===== config.mk =====
export PLATFORM = sky130hd
export DESIGN_NAME = bcd_timekeeper
export DESIGN_NICKNAME = d
export VERILOG_FILES = /design/src/rtl/bcd_timekeeper_pkg.sv /design/src/rtl/bcd_mod_counter.sv /design/src/rtl/bcd_timekeeper.sv
export SDC_FILE = /design/constraint.sdc
export NUM_CORES = 1
export LEC_CHECK = 0
export CAP_MARGIN = 20
export CORE_ASPECT_RATIO = 0.9
export CORE_MARGIN = 2
export CORE_UTILIZATION = 45
export CTS_CLUSTER_DIAMETER = 150
export DETAILED_ROUTE_END_ITERATION = 7
export GPL_TIMING_DRIVEN = 0
export PLACE_DENSITY_LB_ADDON = 0.2
export SLEW_MARGIN = 20
export SYNTH_ARGS = -nofsm -noshare
export SYNTH_HDL_FRONTEND = slang
export SYNTH_HIERARCHICAL = 1
export SYNTH_SLANG_ARGS = --single-unit

===== constraint.sdc =====
create_clock -name clk -period 5.4 [get_ports clk]
set_clock_uncertainty 0.2 [all_clocks]
set_input_delay 1.08 -clock clk [delete_from_list [all_inputs] [get_ports clk]]
set_output_delay 1.08 -clock clk [all_outputs]
set_load 0.005 [all_outputs]

===== src/rtl/bcd_timekeeper_pkg.sv =====
// Shared register map, bit positions, reset values and BCD limits for bcd_timekeeper.
package bcd_timekeeper_pkg;

    localparam logic [1:0] ADDR_TIME   = 2'd0;
    localparam logic [1:0] ADDR_CTRL   = 2'd1;
    localparam logic [1:0] ADDR_STATUS = 2'd2;
    localparam logic [1:0] ADDR_ALARM  = 2'd3;

    localparam int CTRL_RUN_BIT      = 0;
    localparam int CTRL_ALARM_EN_BIT = 2;

    localparam int STATUS_TICK_BIT  = 0;
    localparam int STATUS_ERR_BIT   = 1;
    localparam int STATUS_ALARM_BIT = 2;

    localparam logic [2:0]  CTRL_RESET = 3'b001;
    localparam logic [23:0] TIME_RESET = 24'h000000;

    localparam logic [7:0] BCD_MAX_SEC_MIN = 8'h59;
    localparam logic [7:0] BCD_MAX_HOUR    = 8'h23;

    // Every digit must be decimal; tens limits then bound each field to its range.
    function automatic logic isLegalTime(logic [23:0] t);
        logic digitsOk;
        digitsOk = (t[3:0] <= 4'd9) && (t[11:8] <= 4'd9) && (t[19:16] <= 4'd9);
        return digitsOk && (t[7:4] <= 4'd5) && (t[15:12] <= 4'd5) && (t[23:16] <= BCD_MAX_HOUR);
    endfunction

endpackage


===== src/rtl/bcd_mod_counter.sv =====
// Two-digit packed-BCD counter that wraps after MAX and flags the wrap as a carry.
module bcd_mod_counter
    import bcd_timekeeper_pkg::*;
#(
    parameter logic [7:0] MAX = BCD_MAX_SEC_MIN
) (
    input  logic       clk,
    input  logic       rst_n,
    input  logic       inc_i,
    input  logic       load_i,
    input  logic [7:0] load_val_i,
    output logic [7:0] value_o,
    output logic       carry_o
);

    logic [7:0] value_q;
    logic [7:0] value_d;

    // A load always overrides a pending increment.
    always_comb begin
        value_d = value_q;
        if (load_i) begin
            value_d = load_val_i;
        end else if (inc_i) begin
            if (value_q == MAX) begin
                value_d = 8'h00;
            end else if (value_q[3:0] == 4'd9) begin
                value_d = {value_q[7:4] + 4'd1, 4'd0};
            end else begin
                value_d = {value_q[7:4], value_q[3:0] + 4'd1};
            end
        end
    end

    always_ff @(posedge clk or negedge rst_n) begin
        if (!rst_n) begin
            value_q <= 8'h00;
        end else begin
            value_q <= value_d;
        end
    end

    assign value_o = value_q;
    assign carry_o = inc_i && !load_i && (value_q == MAX);

endmodule


===== src/rtl/bcd_timekeeper.sv =====
// Avalon-MM BCD time-of-day keeper feeding the seven-segment display register.
// Define BCD_TIMEKEEPER_ALARM_EN to build the ALARM register, alarm_en, STATUS.alarm and alarm_irq.
module bcd_timekeeper
    import bcd_timekeeper_pkg::*;
#(
    parameter int CLK_HZ = 50_000_000
) (
    input  logic        clk,
    input  logic        reset_n,
    input  logic [1:0]  address,
    input  logic        read,
    input  logic        write,
    input  logic [31:0] writedata,
    output logic [31:0] readdata,
    output logic [23:0] time_bcd,
    output logic        upd,
    output logic        alarm_irq
);

    localparam int             PW       = $clog2(CLK_HZ);
    localparam logic [PW-1:0]  PRESC_TC = PW'(CLK_HZ - 1);

    logic [PW-1:0] presc_q, presc_d;
    logic          run_q, run_d;
    logic          statusTick_q, statusTick_d;
    logic          statusErr_q, statusErr_d;
    logic          upd_q;

    logic timeWrite, ctrlWrite, statusWrite, timeLegal, timeLoad;
    logic termCount, secInc, secCarry, minCarry, hourCarry;
    logic [7:0] secVal, minVal, hourVal;
    logic alarmEn, statusAlarm;
    logic [23:0] alarmTime;
    logic unused_wdata;

    assign timeWrite   = write && (address == ADDR_TIME);
    assign ctrlWrite   = write && (address == ADDR_CTRL);
    assign statusWrite = write && (address == ADDR_STATUS);
    assign timeLegal   = isLegalTime(writedata[23:0]);
    assign timeLoad    = timeWrite && timeLegal;
    assign termCount   = run_q && (presc_q == PRESC_TC);
    // A TIME write on the terminal-count edge discards that second.
    assign secInc      = termCount && !timeLoad;

    bcd_mod_counter #(.MAX(BCD_MAX_SEC_MIN)) u_sec (
        .clk(clk), .rst_n(reset_n), .inc_i(secInc), .load_i(timeLoad),
        .load_val_i(writedata[7:0]), .value_o(secVal), .carry_o(secCarry)
    );

    bcd_mod_counter #(.MAX(BCD_MAX_SEC_MIN)) u_min (
        .clk(clk), .rst_n(reset_n), .inc_i(secCarry), .load_i(timeLoad),
        .load_val_i(writedata[15:8]), .value_o(minVal), .carry_o(minCarry)
    );

    bcd_mod_counter #(.MAX(BCD_MAX_HOUR)) u_hour (
        .clk(clk), .rst_n(reset_n), .inc_i(minCarry), .load_i(timeLoad),
        .load_val_i(writedata[23:16]), .value_o(hourVal), .carry_o(hourCarry)
    );

    assign time_bcd = {hourVal, minVal, secVal};
    assign upd      = upd_q;

    always_comb begin
        presc_d = presc_q;
        if (timeLoad) begin
            presc_d = '0;
        end else if (run_q) begin
            presc_d = termCount ? '0 : presc_q + PW'(1);
        end
        run_d = ctrlWrite ? writedata[CTRL_RUN_BIT] : run_q;
        // Sticky flags: a set in the same cycle as a W1C clear wins.
        statusTick_d = secInc
                     | (statusTick_q & ~(statusWrite & writedata[STATUS_TICK_BIT]));
        statusErr_d  = (timeWrite & ~timeLegal)
                     | (statusErr_q & ~(statusWrite & writedata[STATUS_ERR_BIT]));
    end

    always_ff @(posedge clk or negedge reset_n) begin
        if (!reset_n) begin
            presc_q      <= '0;
            run_q        <= CTRL_RESET[CTRL_RUN_BIT];
            statusTick_q <= 1'b0;
            statusErr_q  <= 1'b0;
            upd_q        <= 1'b0;
        end else begin
            presc_q      <= presc_d;
            run_q        <= run_d;
            statusTick_q <= statusTick_d;
            statusErr_q  <= statusErr_d;
            upd_q        <= timeLoad | secInc;
        end
    end

`ifdef BCD_TIMEKEEPER_ALARM_EN
    logic        alarmEn_q, alarmEn_d;
    logic        statusAlarm_q, statusAlarm_d;
    logic [23:0] alarmTime_q, alarmTime_d;

    // upd_q marks the cycle right after time_bcd took a new value, so a frozen match fires once.
    always_comb begin
        alarmEn_d     = ctrlWrite ? writedata[CTRL_ALARM_EN_BIT] : alarmEn_q;
        alarmTime_d   = (write && (address == ADDR_ALARM)) ? writedata[23:0] : alarmTime_q;
        statusAlarm_d = (upd_q & alarmEn_q & (time_bcd == alarmTime_q))
                      | (statusAlarm_q & ~(statusWrite & writedata[STATUS_ALARM_BIT]));
    end

    always_ff @(posedge clk or negedge reset_n) begin
        if (!reset_n) begin
            alarmEn_q     <= CTRL_RESET[CTRL_ALARM_EN_BIT];
            alarmTime_q   <= TIME_RESET;
            statusAlarm_q <= 1'b0;
        end else begin
            alarmEn_q     <= alarmEn_d;
            alarmTime_q   <= alarmTime_d;
            statusAlarm_q <= statusAlarm_d;
        end
    end

    assign alarmEn     = alarmEn_q;
    assign statusAlarm = statusAlarm_q;
    assign alarmTime   = alarmTime_q;
    assign alarm_irq   = statusAlarm_q & alarmEn_q;
`else
    assign alarmEn     = 1'b0;
    assign statusAlarm = 1'b0;
    assign alarmTime   = 24'h000000;
    assign alarm_irq   = 1'b0;
`endif

    always_comb begin
        readdata = '0;
        if (read) begin
            case (address)
                ADDR_TIME:   readdata = {8'h00, time_bcd};
                ADDR_CTRL:   readdata = {29'd0, alarmEn, 1'b0, run_q};
                ADDR_STATUS: readdata = {29'd0, statusAlarm, statusErr_q, statusTick_q};
                ADDR_ALARM:  readdata = {8'h00, alarmTime};
                default:     readdata = '0;
            endcase
        end
    end

    assign unused_wdata = &{writedata[31:24], hourCarry};

endmodule


==> results of run 1 <==
final timing paths:
kind | endpoint | slack, ns | start
worst max-delay path | u_hour/value_o[7]$_DFFE_PN0P_ | 0.45 | presc_q[18]$_DFFE_PN0P_
worst min-delay path | statusTick_q$_DFF_PN0_ | 0.32 | statusTick_q$_DFF_PN0_
worst max register to register | u_hour/value_o[7]$_DFFE_PN0P_ | 0.45 | presc_q[18]$_DFFE_PN0P_
worst min register to register | statusTick_q$_DFF_PN0_ | 0.32 | statusTick_q$_DFF_PN0_
max in group asynchronous | presc_q[11]$_DFFE_PN0P_ | 3.92 | reset_n
min in group asynchronous | u_sec/value_o[6]$_DFFE_PN0P_ | 0.59 | reset_n
layer usage:
| metal | share of wire [%] | GRT usage, % |
|---|---|---|
| met1 | 48 | 33.6 |
| met2 | 46 | 36.0 |
| met3 | 4.9 | 4.31 |
| met4 | 0.63 | 3.65 |
| met5 | 0 | 0 |
worst register-to-register path, cell delays in order (launching register included):
cell and delay (ns):
dfrtp_1 0.45, or4_4 0.57, nor4_4 0.64, nand2_4 0.13, nor2_1 0.47, and4b_1 0.37
nand2_1 0.07, nor2_1 0.43, and4b_1 0.38, nand2_1 0.07, nor2_1 0.08, buf_2 0.22
and4b_1 0.34, nand4_1 0.13, a221o_1 0.30
placed cells by master, fill, tap and decap left out, drive strengths merged, types with 3 or more instances in the layout:
cell type / instances
nand3b: 7
o22ai: 3
and3b: 4
a211oi: 3
xnor2: 6
a2bb2oi: 3
nor2: 16
and3: 25
o21a: 4
nand3: 24
a22oi: 4
buf: 18
xor2: 4
nor2b: 11
nor4: 8
nand4b: 6
o21ai: 27
a2111o: 4
a21oi: 36
dfrtp: 53
nand4: 11
a31oi: 5
or4: 4
or3: 8
a21boi: 5
conb: 9
nor3: 10
nand2: 31
nor3b: 3
mux2i: 9
clkdlybuf4s50: 76
ha: 13
clkbuf: 20
and4b: 6
inv: 12
and2b: 3
report_power, final:
part           switching (uW)  total (uW)  internal [uW]
sequential                108         593            485
combinational             233         413            180
clock                     137         241            104
total                     478        1250            769
cell type report:
type / count / area share, %
plain buffers: 28 / 3.60
clock buffers: 7 / 1.79
clock inverters: 1 / 0.104
inverters: 13 / 1.01
multi-input cells: 337 / 46.7
flip-flops and latches: 54 / 28.0
well taps: 99 / 2.57
repair buffers: 79 / 16.2
what timing repair did:
action / 4_1_cts / 5_1_grt
hold buffers: 0 / 0
endpoints found under the setup margin: 8 / 5
pin swaps: 0 / 1
buffers inserted: 0 / 2
resized for setup: 2 / 1
sequential cells by signal (all words and copies together), names as in the netlist:
signal,count
u_sec/value_o,8
statusTick_q,1
run_q,1
u_min/value_o,8
u_hour/value_o,8
presc_q,26
upd,1
statusErr_q,1
stage by stage:
step | setup TNS [ns] | setup slack [ns]
2_1_floorplan | 0 | 0.895
3_3_place_gp | -4.06 | -0.738
3_5_place_dp | -3.97 | -0.721
4_1_cts | 0 | 0.0744
5_1_grt | 0 | 0.0826
6_report | 0 | 0.448
==> results.tsv, run 1 <==
metric	value	unit
result of the run	completed	
area grow syn2layout	27.3	%
RSZ-0062 raised after global routing	no	
multi-input combinational cell area	2250	um2
Ys Warns	6	
core area	8110	um2
cells after synthesis	425	
diodes inserted	0	
Die X	101	um
critical path peak fanout	11	
Via Count	3654	
Via density	5.91	
first-pass GRT wire length	17100	um
Tot GR Track Use	23.0	%
vias in the first global route	3482	
Fill cells	736	
max-slew violation count	0	
Max Fclk	0.202	GHz
Port Buffers	77	
First-pass DRT Iterations	5	
min Tclk post-route	4.95	ns
worst stage delay on the critical path	0.64	ns
Critical Path End Type	flop	
Hold WC Path Type	flop to flop	
later-pin clock latency in the skew report	0.31	ns
clk slew on worst S/H paths	0.10	ns
# rows	31	
Num CTS Buffers	5	
pin count of the biggest net entering global routing	55	
Hold Vio Cnt, Final	0	
Worst EP required	5.40	ns
R2R cell count	14	
post-route cell area	4830	um2
CP Launch Type	flop	
Final ANT Viol Nets	0	
top cell family by delay on the critical path	simple AND/OR/NAND/NOR gates	
Static Leakage	0.00202	uW
Max H-tree Level	2	
wire per inst	17.0	um
CTS max path bufs	2	
VDD IR max	0.130	mV
slowest CP cell	nor4_4	
total chip power	1250	uW
Worst Max-Slew Pin Slew	0.720	ns
detailed router's first-iteration violation count	184	
final WL	10500	um
WP buf/inv	1	
clk root buf	clkbuf_8	
Final Hold Slack	0.324	ns
Worst EP arrival	4.95	ns
Storage cell area	1350	um2
Avg Cell Area, Syn	8.92	um2
GPL Wtd Cong	0.882	
antenna violations before repair	0	
path type of the worst setup path	flop to flop	
placed cells	609	
dpl cell area	4710	um2
crit-path cells	or4_4 > nor4_4 > nand2_4 > nor2_1 > and4b_1 > nand2_1 > nor2_1 > and4b_1 > nand2_1 > nor2_1 > buf_2 > and4b_1 > nand4_1 > a221o_1	
Levels on crit path	14	
Post-Syn Area	3790	um2
fraction of layout cells with a size suffix above 1	8.48	%
Max Cap Viol	0	
# DRC	0	
GRT overflow	0	
final net count	569	
TritonCTS Sinks	54	
Die Y	91.1	um
hpwl dp	7630	um
Post-Route Utilization	59.5	%
Min-Delay Path Depth	1	
Pwr per Cell Area	258	nW/um2
post-route insts no fill	618	
IO Count	96	
final cycle utilization of the critical path	91.7	%
Die ar.	9180	um2
TritonCTS clock tree	yes	
final setup fails	0	
max_slew headroom	51.6	%
Initial Utilization	46.8	%
No activity file was read; power rests on OpenSTA's default activity.
==> inputs of run 2 (changes only) <==
--- a/config.mk
+++ b/config.mk
@@ -6,11 +6,12 @@
 export NUM_CORES = 1
 export LEC_CHECK = 0
 export CAP_MARGIN = 20
-export CORE_ASPECT_RATIO = 0.9
-export CORE_MARGIN = 2
+export CORE_ASPECT_RATIO = 0.5
+export CORE_MARGIN = 1.5
 export CORE_UTILIZATION = 45
 export CTS_CLUSTER_DIAMETER = 150
 export DETAILED_ROUTE_END_ITERATION = 7
+export GPL_ROUTABILITY_DRIVEN = 0
 export GPL_TIMING_DRIVEN = 0
 export PLACE_DENSITY_LB_ADDON = 0.2
 export SLEW_MARGIN = 20
==> results.tsv, run 2 (synthesis gave the netlist of run 1 again) <==
metric	value	unit	change
max reg flops	26		unchanged
CTS max path bufs	2		unchanged
clk slew on worst S/H paths	0.07	ns	-0.03 ns
hpwl dp	7300	um	-4.4%
post-route insts no fill	631		+2.1%
later-pin clock latency in the skew report	0.30	ns	about the same
First-pass DRT Iterations	4		-1
Min-Delay Path Depth	1		unchanged
Worst Max-Slew Pin Slew	0.689	ns	-0.0312 ns
Storage cell area	1350	um2	unchanged
Via Count	3600		-1.5%
Hold Vio Cnt, Final	0		unchanged
# DRC	0		unchanged
path type of the worst setup path	input port to flop		
Global Route met3 Usage	4.44	%	+0.13 points
pin count of the biggest net entering global routing	55		unchanged
worst hold start	statusTick_q$_DFF_PN0_		
met2 GRT Util	38.3	%	+2.3 points
Worst EP required	5.39	ns	about the same
Pwr per Cell Area	275	nW/um2	+6.3%
critical path peak fanout	14		+3
clk root buf	clkbuf_16		
Max Fclk	0.199	GHz	-1.7%
VDD IR max	0.134	mV	+3.0%
# rows	23		-26%
RSZ-0062 raised after global routing	no		
post-route cell area	4900	um2	+1.6%
multi-input combinational cell area	2250	um2	unchanged
final WL	10100	um	-3.5%
TritonCTS clock tree	yes		
Port Buffers	77		unchanged
Die X	133	um	+32%
Tot GR Track Use	22.9	%	-0.097 points
Max H-tree Level	2		unchanged
first-pass GRT wire length	16300	um	-5.0%
grt met1 use	31.1	%	-2.5 points
IO Count	96		unchanged
max_slew headroom	53.8	%	+2.2 points
R2R cell count	14		unchanged
final cycle utilization of the critical path	93.3	%	+1.6 points
Critical Path End Type	flop		
Crit. Startpoint	address[0]		
detailed router's first-iteration violation count	258		+40%
Largest Register	presc_q		
CP Launch Type	input port		
Top Usage Layer GRT	met2		
diodes inserted	0		unchanged
worst setup margin	0.362	ns	-0.0860 ns
result of the run	completed		
final net count	569		unchanged
CTS hold repair buffers	0		unchanged
vias in the first global route	3255		-6.5%
commonest non-fill, non-tap cell in the layout	clkdlybuf4s50_1		
Setup Slack @ Placement	-0.609	ns	+0.112 ns
Initial Utilization	46.9	%	+0.12 points
Final Hold Slack	0.292	ns	-0.0317 ns
Max Cap Viol	0		unchanged
Num CTS Buffers	5		unchanged
Fill cells	699		-5.0%
dpl cell area	4730	um2	+0.35%
GRT overflow	0		unchanged
placed cells	622		+2.1%
Static Leakage	0.00204	uW	+0.99%
wire per inst	16.1	um	-5.5%
fraction of layout cells with a size suffix above 1	8.48	%	unchanged
Final ANT Viol Nets	0		unchanged
TritonCTS Sinks	54		unchanged
Via density	5.71		-3.5%
Die Y	67.9	um	-25%
area grow syn2layout	29.3	%	
final setup fails	0		unchanged
worst r2r src	presc_q[18]$_DFFE_PN0P_		
Post-Route Setup TNS	0	ns	unchanged
core area	8090	um2	-0.25%
min Tclk post-route	5.04	ns	+0.0860 ns
Die ar.	9020	um2	-1.7%
max-slew violation count	0		unchanged
antenna violations before repair	0		unchanged
Worst EP arrival	5.03	ns	+0.08 ns
most frequent cells in the layout	clkdlybuf4s50_1 (76), dfrtp_1 (53), a21oi_1 (35)		
Hold WC Path Type	flop to flop		
run 2: worst paths after layout:
| check | endpoint | slack, ns |
|---|---|---|
| worst max register to register | u_hour/value_o[7]$_DFFE_PN0P_ | 0.45 |
| max in group asynchronous | presc_q[8]$_DFFE_PN0P_ | 3.92 |
| worst min register to register | statusTick_q$_DFF_PN0_ | 0.29 |
| worst max-delay path | u_hour/value_o[7]$_DFFE_PN0P_ | 0.36 |
| min in group asynchronous | u_min/value_o[0]$_DFFE_PN0P_ | 0.62 |
| worst min-delay path | statusTick_q$_DFF_PN0_ | 0.29 |
run 2: area by class of cell:
cell class              instances  area share [%]
well taps                     112            2.86
clock buffers                   6            2.83
plain buffers                  29            3.62
flip-flops and latches         54            27.6
multi-input cells             337            46.0
clock inverters                 2           0.332
repair buffers                 78            15.8
inverters                      13           0.995
run 2: power by group:
group | switching [uW] | internal (uW)
logic | 227 | 180
registers | 106 | 485
clock network | 161 | 187
total | 494 | 852
run 2: worst max-delay path: stages:
cell	delay, ns
clkdlybuf4s50_1	0.50
nor2_1	0.37
nand2_1	0.18
nor4_4	0.28
clkbuf_2	0.36
buf_2	0.29
clkbuf_1	0.37
nor2_1	0.24
and4b_1	0.33
nand2_1	0.08
nor2_1	0.04
buf_2	0.19
and4b_1	0.28
nor4b_1	0.16
a221o_1	0.26
run 2: metrics by stage:
stage          total power (uW)  utilization [%]
3_3_place_gp                991             58.5
2_1_floorplan               867                -
6_report                   1350             60.6
5_1_grt                    1440             60.6
4_1_cts                    1350             60.5
3_5_place_dp               1000             58.5
run 2: repair_timing:
action | 4_1_cts | 5_1_grt
setup buffers | 0 | 1
gates resized for setup | 2 | 0
setup endpoints to repair | 5 | 5
cloned | 0 | 0
pin swaps | 0 | 1
run 2: metal layers:
metal  part of all wire (%)  up-vias
met2                     46       97
met1                     48     1737
met4                   0.69        0
met5                      0        -
li1                       -     1761
met3                    4.8        5
==> inputs of run 3 (changes only) <==
--- a/config.mk
+++ b/config.mk
@@ -6,14 +6,16 @@
 export NUM_CORES = 1
 export LEC_CHECK = 0
 export CAP_MARGIN = 20
+export CELL_PAD_IN_SITES_DETAIL_PLACEMENT = 0
+export CELL_PAD_IN_SITES_GLOBAL_PLACEMENT = 1
 export CORE_ASPECT_RATIO = 0.5
-export CORE_MARGIN = 1.5
-export CORE_UTILIZATION = 45
+export CORE_UTILIZATION = 37
 export CTS_CLUSTER_DIAMETER = 150
 export DETAILED_ROUTE_END_ITERATION = 7
 export GPL_ROUTABILITY_DRIVEN = 0
 export GPL_TIMING_DRIVEN = 0
 export PLACE_DENSITY_LB_ADDON = 0.2
+export REMOVE_ABC_BUFFERS = 1
 export SLEW_MARGIN = 20
 export SYNTH_ARGS = -nofsm -noshare
 export SYNTH_HDL_FRONTEND = slang
==> results.tsv, run 3 (synthesis gave the netlist of run 1 again) <==
metric	value	unit	change
fraction of layout cells with a size suffix above 1	7.24	%	-1.2 points
Die Y	73.6	um	+8.4%
max_slew headroom	27.0	%	-27 points
TritonCTS Sinks	54		unchanged
later-pin clock latency in the skew report	0.31	ns	about the same
clk root buf	clkbuf_16		
Hold Vio Cnt, Final	0		unchanged
GRT overflow	0		unchanged
area grow syn2layout	28.9	%	
Worst EP arrival	4.96	ns	-0.07 ns
VDD IR max	0.145	mV	+8.1%
critical path peak fanout	23		+9
Num CTS Buffers	5		unchanged
CTS hold repair buffers	0		unchanged
path type of the worst setup path	input port to flop		
antenna violations before repair	0		unchanged
Post-Route Utilization	50.4	%	-10 points
IO Count	96		unchanged
pin count of the biggest net entering global routing	47		-15%
worst r2r dst	u_hour/value_o[7]$_DFFE_PN0P_		
Final ANT Viol Nets	0		unchanged
Largest Register	presc_q		
Die X	145	um	+9.3%
most frequent cells in the layout	clkdlybuf4s50_1 (77), dfrtp_1 (53), a21oi_1 (35)		
# rows	25		+8.7%
Pwr per Cell Area	279	nW/um2	+1.4%
max reg flops	26		unchanged
worst r2r src	presc_q[18]$_DFFE_PN0P_		
detailed router's first-iteration violation count	240		-7.0%
hpwl dp	7060	um	-3.3%
reg2reg setup slack	0.55	ns	+0.10 ns
result of the run	completed		
Critical Path End Type	flop		
placed cells	624		+0.32%
WHS Endpoint	statusTick_q$_DFF_PN0_		
TritonCTS clock tree	yes		
Min-Delay Path Depth	1		unchanged
diodes inserted	0		unchanged
Via Count	3468		-3.7%
final WL	9870	um	-2.6%
Die ar.	10700	um2	+18%
final cycle utilization of the critical path	91.9	%	-1.4 points
clk slew on worst S/H paths	0.08	ns	about the same
total chip power	1360	uW	+1.1%
Max Cap Viol	0		unchanged
post-route insts no fill	632		+0.16%
first-pass GRT wire length	16200	um	-0.68%
Max H-tree Level	2		unchanged
R2R cell count	13		-1
CTS max path bufs	2		unchanged
Max Fclk	0.201	GHz	+1.5%
Port Buffers	78		+1.3%
First-pass DRT Iterations	4		unchanged
commonest non-fill, non-tap cell in the layout	clkdlybuf4s50_1		
Static Leakage	0.00198	uW	-2.8%
Worst Max-Slew Pin Slew	1.09	ns	+0.398 ns
final net count	547		-3.9%
final setup fails	0		unchanged
Hold WC Path Type	flop to flop		
Via density	5.49		-3.8%
core area	9700	um2	+20%
# resized after CTS	1		-1
RSZ-0062 raised after global routing	no		
wire per inst	15.6	um	-2.8%
max-slew violation count	0		unchanged
min Tclk post-route	4.96	ns	-0.0747 ns
worst hold start	statusTick_q$_DFF_PN0_		
Worst EP required	5.40	ns	about the same
# DRC	0		unchanged
CP Launch Type	input port		
vias in the first global route	3165		-2.8%
Tot GR Track Use	19.0	%	-4.0 points
number of post-CTS setup repair buffers	0		unchanged
Initial Utilization	39.1	%	-7.8 points
-- run 3: cell types whose count changed in the layout (fill, tap and decap cells not counted), moves of 2 or more --
cell / previous run / this run
nor2_2: 0 / 3
buf_4: 11 / 1
clkbuf_1: 11 / 1
buf_2: 4 / 0
clkbuf_2: 2 / 0
nor2_1: 16 / 12
buf_6: 1 / 5
clkbuf_8: 3 / 0
-- run 3: cell type report --
cell class	instances	area (um2)
Clock buffer	6	129
Clock inverter	2	38.8
Fill cell	939	4810
Inverter	13	48.8
Multi-Input combinational cell	337	2270
Sequential cell	54	1350
Tap cell	135	169
Timing Repair Buffer	85	877
-- run 3: critical path, cell delays in order --
cell             delay (ns)
clkdlybuf4s50_1        0.57
nor2_4                 0.47
nand2_1                0.22
nor4_4                 0.66
buf_6                  0.24
nor2_2                 0.10
and4b_1                0.28
nand2_1                0.09
nor2_2                 0.08
and4b_1                0.26
nand2_1                0.09
nor2_2                 0.09
and4b_1                0.28
nor4b_1                0.16
a221o_1                0.28
-- run 3: per-layer routing --
layer / global-route usage [%] / part of all wire (%)
met3: 4.22 / 4.4
met4: 3.63 / 0.61
met2: 29.8 / 43
met5: 0 / 0
met1: 26.9 / 52
-- run 3: worst max path at each step --
stage          depth (start not counted)        from                             to
6_report                              15  address[1]  u_hour/value_o[7]$_DFFE_PN0P_
4_1_cts                               15  address[1]  u_hour/value_o[7]$_DFFE_PN0P_
2_1_floorplan                         13  address[0]  u_hour/value_o[7]$_DFFE_PN0P_
3_5_place_dp                          15  address[1]  u_hour/value_o[7]$_DFFE_PN0P_
3_3_place_gp                          14  address[1]  u_hour/value_o[7]$_DFFE_PN0P_
5_1_grt                               15  address[1]  u_hour/value_o[7]$_DFFE_PN0P_
-- run 3: through the flow --
step / TNS, ns / worst slack, ns / cell area (um2) / hold slack, ns
6_report: 0 / 0.437 / 4890 / 0.297
3_3_place_gp: -231.22 / -7.53 / 4600 / 0.278
3_5_place_dp: -1.07 / -0.357 / 4710 / 0.285
2_1_floorplan: -59.12 / -3.19 / 3650 / 0.264
5_1_grt: 0 / 0.0501 / 4890 / 0.315
4_1_cts: 0 / 0.0484 / 4880 / 0.302
-- run 3: power breakdown --
part	switching [uW]	internal, uW
sequential	118	485
clock	162	221
combinational	212	164
